==> src/rtl/pipe_control.sv <==
// Pipeline hazard controller: stalls, bubbles, CC enable, halt FSM and perf counters.
// Latency: stall/bubble/set_cc combinational from inputs; status, halt and counters update on clk.
// Backpressure: stalls upstream stages on load-use and ret hazards; freezes everything once halted.
module pipe_control (
  input  logic        clk,
  input  logic        rst,
  input  logic [3:0]  D_icode,
  input  logic [3:0]  E_icode,
  input  logic [3:0]  M_icode,
  input  logic [3:0]  W_icode,
  input  logic [3:0]  d_srcA,
  input  logic [3:0]  d_srcB,
  input  logic [3:0]  E_dstM,
  input  logic        e_Cnd,
  input  logic [2:0]  m_stat,
  input  logic [2:0]  W_stat,
  output logic        F_stall,
  output logic        D_stall,
  output logic        D_bubble,
  output logic        E_bubble,
  output logic        M_bubble,
  output logic        W_stall,
  output logic        set_cc,
  output logic [2:0]  cpu_stat,
  output logic        halted,
  output logic [31:0] cycle_cnt,
  output logic [31:0] instr_cnt,
  output logic [31:0] stall_cnt
);

  localparam logic [2:0] STAT_AOK = 3'd1;
  localparam logic [3:0] I_NOP    = 4'h1;
  localparam logic [3:0] I_MRMOV  = 4'h5;
  localparam logic [3:0] I_OPQ    = 4'h6;
  localparam logic [3:0] I_JXX    = 4'h7;
  localparam logic [3:0] I_RET    = 4'h9;
  localparam logic [3:0] I_POP    = 4'hB;
  localparam logic [3:0] REG_NONE = 4'hF;

  typedef enum logic {RUN = 1'b0, HALTED = 1'b1} state_t;

  state_t state;
  logic   load_use;
  logic   mispredict;
  logic   ret_hz;
  logic   m_ok;
  logic   w_ok;

  // Hazard detection; a destination of F never matches, so an F source can never match either.
  always_comb begin
    m_ok       = (m_stat == STAT_AOK);
    w_ok       = (W_stat == STAT_AOK);
    load_use   = ((E_icode == I_MRMOV) || (E_icode == I_POP)) && (E_dstM != REG_NONE) &&
                 ((E_dstM == d_srcA) || (E_dstM == d_srcB));
    mispredict = (E_icode == I_JXX) && !e_Cnd;
    ret_hz     = (D_icode == I_RET) || (E_icode == I_RET) || (M_icode == I_RET);
  end

  // Pipeline register controls: quiet under reset, frozen stages when halted, hazard logic in RUN.
  always_comb begin
    F_stall  = 1'b0;
    D_stall  = 1'b0;
    D_bubble = 1'b0;
    E_bubble = 1'b0;
    M_bubble = 1'b0;
    W_stall  = 1'b0;
    set_cc   = 1'b0;
    if (rst) begin
      F_stall = 1'b0;
    end else if (state == HALTED) begin
      F_stall = 1'b1;
      D_stall = 1'b1;
      W_stall = 1'b1;
    end else begin
      F_stall  = load_use | ret_hz;
      D_stall  = load_use;
      D_bubble = mispredict | (ret_hz & ~load_use);
      E_bubble = mispredict | load_use;
      M_bubble = ~m_ok | ~w_ok;
      W_stall  = ~w_ok;
      set_cc   = (E_icode == I_OPQ) & m_ok & w_ok;
    end
  end

  // Run/halt FSM with status latch and wrapping performance counters; all frozen once halted.
  always_ff @(posedge clk or posedge rst) begin
    if (rst) begin
      state     <= RUN;
      cpu_stat  <= STAT_AOK;
      cycle_cnt <= 32'd0;
      instr_cnt <= 32'd0;
      stall_cnt <= 32'd0;
    end else if (state == RUN) begin
      cycle_cnt <= cycle_cnt + 32'd1;
      if (w_ok && (W_icode != I_NOP))
        instr_cnt <= instr_cnt + 32'd1;
      if (F_stall)
        stall_cnt <= stall_cnt + 32'd1;
      if (!w_ok) begin
        state    <= HALTED;
        cpu_stat <= W_stat;
      end
    end
  end

  assign halted = (state == HALTED);

endmodule
==> config.mk <==
export PLATFORM = sky130hd
export DESIGN_NAME = pipe_control
export DESIGN_NICKNAME = d
export VERILOG_FILES = /design/src/rtl/pipe_control.sv
export SDC_FILE = /design/constraint.sdc
export NUM_CORES = 1
export LEC_CHECK = 0
export ABC_AREA = 1
export BUFFER_PORTS_ARGS = -buffer_cell sky130_fd_sc_hd__buf_2
export CAP_MARGIN = 20
export CORE_MARGIN = 2
export CORE_UTILIZATION = 50
export DETAILED_ROUTE_END_ITERATION = 12
export PLACE_DENSITY = 0.75
export SYNTH_ARGS = -nofsm -noshare
export SYNTH_HDL_FRONTEND = slang
export SYNTH_SLANG_ARGS = --single-unit
==> constraint.sdc <==
create_clock -name clk -period 7.5 [get_ports clk]
set_input_delay 0.375 -clock clk [delete_from_list [all_inputs] [get_ports clk]]
set_output_delay 0.375 -clock clk [all_outputs]
set_load 0.05 [all_outputs]
==> metrics.md, run 1 <==
| Metric | Value |
|---|---|
| Status | `finished with violations` |
| Worst hold path type | `input port to async pin` |
| Top-count cell post-synth | `nand2_1` |
| Slew @ Worst Pin | `0.7363 ns` |
| Relative slew slack | `50.86%` |
| Startpoint types | `flip-flop` |
| IO Pins | `144` |
| CP required | `7.78 ns` |
| Max Fclk | `0.3876 GHz` |
| EDFF count, synth | `0` |
| R2R Path End | `stall_cnt[14]$_DFFE_PP0P_` |
| Final worst slack | `4.920 ns` |
| Top cell type's share of synthesized area | `38.67%` |
| Clock Tree Buf Depth | `2` |
| Dpl hpwl | `11,510 um` |
| Violated checks | `negative hold slack` |
| Seq/Total Area, Yosys | `39.08%` |
| Post-synth net total | `973` |
| Worst-Skew Late Latency | `0.35 ns` |
| Min Clock Period, post-route | `2.580 ns` |
| Yosys reg bits | `100` |
| Gp weighted congestion | `0.8925` |
| Yosys Warn Count | `0` |
| Number of global-route vias before repair | `5,697` |
| Peak VDD IR | `0.00008651 V` |
| Vias/cell | `4.997` |
| Drt pass-1 iters | `5` |
| Setup-failing EPs final | `0` |
| Most common library cells after synthesis | `nand2_1, nor2_1, dfrtp_1` |
| Post-route ant nets | `0` |
| Largest net degree at the start of global routing | `82` |
| Crit Reg-Reg Startpoint | `halted$_DFF_PP0_` |
| Mapped Area | `6406 um2` |
| Clk Tree Root Cell | `clkbuf_16` |
| Final Max Slew Viols | `0` |
| Cell taking the most area after synthesis | `dfrtp_1` |
| Critical Setup Path Class | `flip-flop to flip-flop` |
| # DRC | `0` |
| FILL cells | `1,249` |
| GRT Util Overall | `23.45%` |
| Antenna diodes | `0` |
| Layout cells sized above 1 | `18.24%` |
| Worst r2r path cells | `5` |
| Num Clock Sinks | `100` |
| Layout Nets | `1,115` |
| Grt ovf | `0` |
| Wire per inst | `12.24 um` |
| Maximum level of the CTS H-tree | `3` |
| Initial antenna violation count | `0` |
| R2r setup slk | `4.92 ns` |
| Setup Skew | `0.008336 ns` |
| Pre-CTS worst setup slack | `4.933 ns` |
| Asr flop ratio synth | `100.0%` |
| Leak | `3.982 nW` |
| Unrepaired setup endpoints after global routing | `no` |
| Placed cell count | `1,235` |
| Die W | `117.2 um` |
| Final Hold Viols | `6` |
| Clock buffer count from CTS | `9` |
| Clock transition at the registers of the reported paths | `0.07 ns` |
| Initial core utilization | `50.97%` |
| First-pass GRT wire length | `25,880 um` |
| Worst hold margin | `-0.001210 ns` |
| Post-CTS Hold Buffers | `0` |
| Sum Neg Setup Slack | `0 ns` |
| Core ar. | `12,570 um2` |
| CP endpoint kind | `flip-flop` |
| Syn avg cell area | `6.866 um2` |
| Max Fanout on Critical Path | `33` |
| WL final | `15,320 um` |
| CTS tree | `built` |
| Area delta synth->final | `17.93%` |
| Top post-synthesis cells by area | `dfrtp_1, nand2_1, nor2_1` |
| Max Cap Violations | `0` |
| 1st-iter DRT viols | `408` |
| Via count | `6,256` |
| FP Rows | `41` |
| Pwr dens | `139.6 nW/um2` |
| Post-CTS Setup Bufs | `0` |
| Final period utilization | `34.40%` |
| Yosys cell types | `35` |
| CP arrival | `2.86 ns` |
| Post-CTS Resized | `0` |
| Cells after Synth | `933` |
| I/O Buffers | `143` |
| Die Footprint | `13,730 um2` |
| Post-Layout Cell Count | `1,252` |
| Die Ht | `117.2 um` |
| Main synth FF type | `dfrtp_1` |
| Overall power | `1.055 mW` |
## layer usage
metal / GRT usage (%) / vias up / share of wire (%)
met1: 31.52 / 2863 / 47
met5: 0 / - / 0
met2: 39.04 / 181 / 47
met3: 2.832 / 23 / 4.9
li1: - / 3189 / -
met4: 8.627 / 0 / 1.9
## layout by cell type (no fill, tap or decap), drive strengths merged
cell type,count
dfrtp,99
ha,3
nand4,15
nand2,375
nand3,62
nand3b,18
clkbuf,11
nor4,4
nor3,19
dfstp,1
o21ai,16
xor2,42
inv,91
a31oi,1
nor2,145
clkinv,2
or2,1
mux2,1
o22ai,1
a21oi,5
buf,146
clkinvlp,2
and3,3
xnor2,17
## power by group
part / switching [mW] / internal, mW
registers: 0.00682 / 0.544
logic: 0.0510 / 0.0207
clock network: 0.206 / 0.227
total: 0.263 / 0.791
## registers in the layout, summed over array words and instances, names as in the netlist
name / count
cpu_stat: 3
cycle_cnt: 32
halted: 1
instr_cnt: 32
stall_cnt: 32
## per-stage QoR
| stage | cell area (um2) | util, % | hold WS, ns |
|---|---|---|---|
| 2_1_floorplan | 6406 | - | 0.5259 |
| 3_3_place_gp | 7257 | 57.74 | 0.3687 |
| 3_5_place_dp | 7257 | 57.74 | 0.3727 |
| 4_1_cts | 7527 | 59.89 | 0.003091 |
| 5_1_grt | 7555 | 60.11 | 0.02012 |
| 6_report | 7555 | 60.11 | -0.001210 |
## worst max-delay path: stages, from the launching register on
cell and delay (ns):
dfrtp_1 0.55, inv_2 0.34, nand3_2 0.65, nand2_2 0.76, nand2_1 0.11, nand2_1 0.09
## kinds of logic (layout without fill, tap and decap cells)
group / after synthesis / in the layout / synth area share [%]
AO/OA/AOI/OAI: 23 / 23 / 1.836
XOR/XNOR: 59 / 59 / 8.066
adder cells (fa/ha/maj): 3 / 3 / 0.5860
buffers and inverters: 105 / 252 / 6.836
flip-flops: 100 / 100 / 39.08
multiplexers: 1 / 1 / 0.1758
AND/OR/NAND/NOR: 642 / 642 / 43.42
## layout make-up
cell class | instances | area, um2 | share of cell area (%)
multi-input combinational | 728 | 3467 | 45.89
timing repair buffer | 146 | 758.2 | 10.04
inverter | 90 | 340.3 | 4.505
clock inverter | 5 | 37.54 | 0.4969
clock buffer | 11 | 232.7 | 3.080
sequential | 100 | 2504 | 33.14
tap | 172 | 215.2 | 2.849
## worst max path at each step
stage | startpoint | endpoint | slack, ns | depth (start not counted)
after floorplan | rst | cpu_stat[1]$_DFFE_PP0P_ | 4.51 | 1
after global placement | E_dstM[0] | stall_cnt[17]$_DFFE_PP0P_ | 4.98 | 12
after detailed placement | E_dstM[0] | stall_cnt[1]$_DFFE_PP0P_ | 4.93 | 12
after CTS | halted$_DFF_PP0_ | stall_cnt[1]$_DFFE_PP0P_ | 4.92 | 5
after global routing | halted$_DFF_PP0_ | stall_cnt[29]$_DFFE_PP0P_ | 4.67 | 5
final | halted$_DFF_PP0_ | stall_cnt[14]$_DFFE_PP0P_ | 4.92 | 5
Note: power is estimated with default switching activity, not from simulation.
==> inputs of run 2 (changes only) <==
Settings changed: ABC_AREA 1 to 0, PLACE_DENSITY 0.75 to 0.78.
Clock period 7.5 ns to 2.6 ns, I/O delays scaled along.
==> metrics.md, run 2 <==
| Metric | Value |
|---|---|
| Main synth FF type | `dfrtp_1` |
| Worst path cell trace | `and4b_1, nand2_1, nor4b_1, and4_1, nand4_1, xnor2_1` |
| Worst path top cell family by delay | `simple AND/OR/NAND/NOR gates` |
| Layout Nets | `606` |
| Maximum level of the CTS H-tree | `3` |
| Relative slew slack | `53.62%` |
| Most frequent cells in the layout | `buf_2, dfrtp_1, xnor2_1, nand3_1, nand2_1` |
| Drt pass-1 iters | `5` |
| CP endpoint kind | `flip-flop` |
| Min-Delay Endpoint | `halted$_DFF_PP0_` |
| Top post-synthesis cells by area | `dfrtp_1, xnor2_1, xor2_1` |
| Leak | `2.996 nW` |
| Crit Reg-Reg Startpoint | `halted$_DFF_PP0_` |
| Area delta synth->final | `22.54%` |
| R2r setup slk | `0.39 ns` |
| Status | `completed` |
| Vias/cell | `5.320` |
| CP Buf/Inv Count | `0` |
| GRT Util Overall | `20.28%` |
| Min Clock Period, post-route | `2.214 ns` |
| WL final | `10,110 um` |
| Seq/Total Area, Yosys | `53.63%` |
| Mapped Area | `4668 um2` |
| Initial antenna violation count | `0` |
| Yosys reg bits | `100` |
| Clock transition at the registers of the reported paths | `0.10 ns` |
| Worst r2r path cells | `6` |
| Die Footprint | `10,130 um2` |
| Post-route ant nets | `0` |
| Max Fanout on Critical Path | `5` |
| Grt ovf | `0` |
| Cells after Synth | `413` |
| Overall power | `2.600 mW` |
| Hold Crit Depth | `2` |
| Dpl hpwl | `7689 um` |
| Max Fclk | `0.4517 GHz` |
| Multi-input combinational cell area | `2122 um2` |
| Num Clock Sinks | `100` |
| Hold Startpoint | `W_stat[1]` |
| Post-synth net total | `453` |
| 1st-iter DRT viols | `132` |
| Initial core utilization | `51.00%` |
| Final period utilization | `85.14%` |
| Yosys cell types | `42` |
| Cell taking the most area after synthesis | `dfrtp_1` |
| Wire per inst | `14.82 um` |
| Clock Tree Buf Depth | `2` |
| Post-CTS Setup Bufs | `0` |
| # DRC | `0` |
| Largest net degree at the start of global routing | `58` |
| Number of global-route vias before repair | `3,568` |
| Biggest regs | `cycle_cnt (32), instr_cnt (32), stall_cnt (32)` |
| Gp weighted congestion | `0.8728` |
| Slew @ Worst Pin | `0.6958 ns` |
| Yosys Warn Count | `0` |
| Top-count cell post-synth | `dfrtp_1` |
| Syn avg cell area | `11.30 um2` |
| Final Max Slew Viols | `0` |
| Worst hold path type | `input port to flip-flop` |
| Setup-failing EPs final | `0` |
| Commonest non-fill, non-tap cell in the layout | `buf_2` |
| Via count | `3,628` |
| First-pass GRT wire length | `16,680 um` |
| CTS tree | `built` |
| Pwr dens | `454.4 nW/um2` |
| Antenna diodes | `0` |
| Setup Skew | `0.01095 ns` |
| R2R Path End | `cycle_cnt[31]$_DFFE_PP0N_` |
| Critical Setup Path Class | `flip-flop to flip-flop` |
| Startpoint types | `flip-flop` |
| Max Cap Violations | `0` |
| CP required | `2.84 ns` |
| Layout cells sized above 1 | `31.00%` |
| Die W | `100.6 um` |
| Slowest stage delay, CP | `0.58 ns` |
| FILL cells | `771` |
| Finished layout cell area | `5720 um2` |
| I/O Buffers | `143` |
| Top cell type's share of synthesized area | `53.07%` |
| Final Hold Viols | `0` |
| Worst-Skew Late Latency | `0.35 ns` |
| Most common library cells after synthesis | `dfrtp_1, xnor2_1, nand3_1` |
| Area of placed instances | `5533 um2` |
| Peak VDD IR | `0.0002818 V` |
| Die Ht | `100.6 um` |
| EDFF count, synth | `0` |
| Asr flop ratio synth | `100.0%` |
| Register area | `2504 um2` |
| CP arrival | `2.46 ns` |
| Unrepaired setup endpoints after global routing | `no` |
| Slowest CP cell | `nor4b_1` |
| FP Rows | `35` |
| Clk Tree Root Cell | `clkbuf_8` |
| Clock buffer count from CTS | `9` |
| Post-CTS Resized | `0` |
| Post-CTS Hold Buffers | `1` |
| Core ar. | `9153 um2` |
| IO Pins | `144` |
[run 2: per-stage QoR]
| stage | setup TNS [ns] | hold WS (ns) | worst slack, ns | std cells | utilization [%] |
|---|---|---|---|---|---|
| after floorplan | -1.132 | 0.2678 | -0.09360 | 413 | - |
| after global placement | 0 | 0.3734 | 0.5305 | 665 | 60.45 |
| after detailed placement | 0 | 0.3876 | 0.3967 | 665 | 60.45 |
| after CTS | 0 | 0.04456 | 0.3830 | 682 | 62.50 |
| after global routing | 0 | 0.05113 | 0.2528 | 682 | 62.50 |
| final | 0 | 0.05583 | 0.3863 | 682 | 62.50 |
[run 2: final cells by class]
cell class	instances	share of cell area, %
timing repair buffer	148	13.21
tap	111	2.428
sequential	100	43.77
multi-input combinational	302	37.10
clock buffer	11	2.472
inverter	5	0.3937
clock inverter	5	0.6343
[run 2: cell families (layout without fill, tap and decap cells)]
| family | Yosys count | count (layout) | share of synthesized area [%] |
|---|---|---|---|
| mux | 3 | 3 | 0.7236 |
| compound gates | 15 | 15 | 2.466 |
| xor+xnor | 101 | 101 | 18.95 |
| fa+ha+maj | 3 | 3 | 0.8042 |
| flops | 100 | 100 | 53.63 |
| buf+inv | 11 | 169 | 1.233 |
| simple gates | 180 | 180 | 22.19 |
[run 2: worst register-to-register path, delay by kind of cell, from the launching register on]
family           cells  cell delay, ns
AND/OR/NAND/NOR      5            1.57
XOR/XNOR             1            0.15
flip-flops           1            0.42
[run 2: worst max path at each step]
stage / end / cells past startpoint / slack, ns / start
6_report: cycle_cnt[31]$_DFFE_PP0N_ / 6 / 0.39 / halted$_DFF_PP0_
5_1_grt: cycle_cnt[31]$_DFFE_PP0N_ / 6 / 0.25 / halted$_DFF_PP0_
4_1_cts: cycle_cnt[31]$_DFFE_PP0N_ / 6 / 0.38 / halted$_DFF_PP0_
3_5_place_dp: cycle_cnt[31]$_DFFE_PP0N_ / 6 / 0.40 / halted$_DFF_PP0_
3_3_place_gp: stall_cnt[1]$_DFFE_PP0P_ / 6 / 0.53 / E_dstM[1]
2_1_floorplan: M_bubble / 3 / -0.09 / rst
[run 2: where the power goes]
part           switching, mW  internal, mW
Sequential           0.00425          1.56
Clock                  0.524         0.377
Combinational         0.0909        0.0432
Total                  0.620          1.98
[run 2: routing by layer]
layer | wire length [um] | up-vias | part of all wire [%] | GRT usage [%]
met5 | 0 | - | 0 | 0
met4 | 53 | 0 | 0.52 | 5.901
met3 | 577 | 5 | 5.7 | 3.606
met2 | 4951 | 107 | 49 | 33.08
met1 | 4527 | 1777 | 45 | 27.90
li1 | - | 1739 | - | -
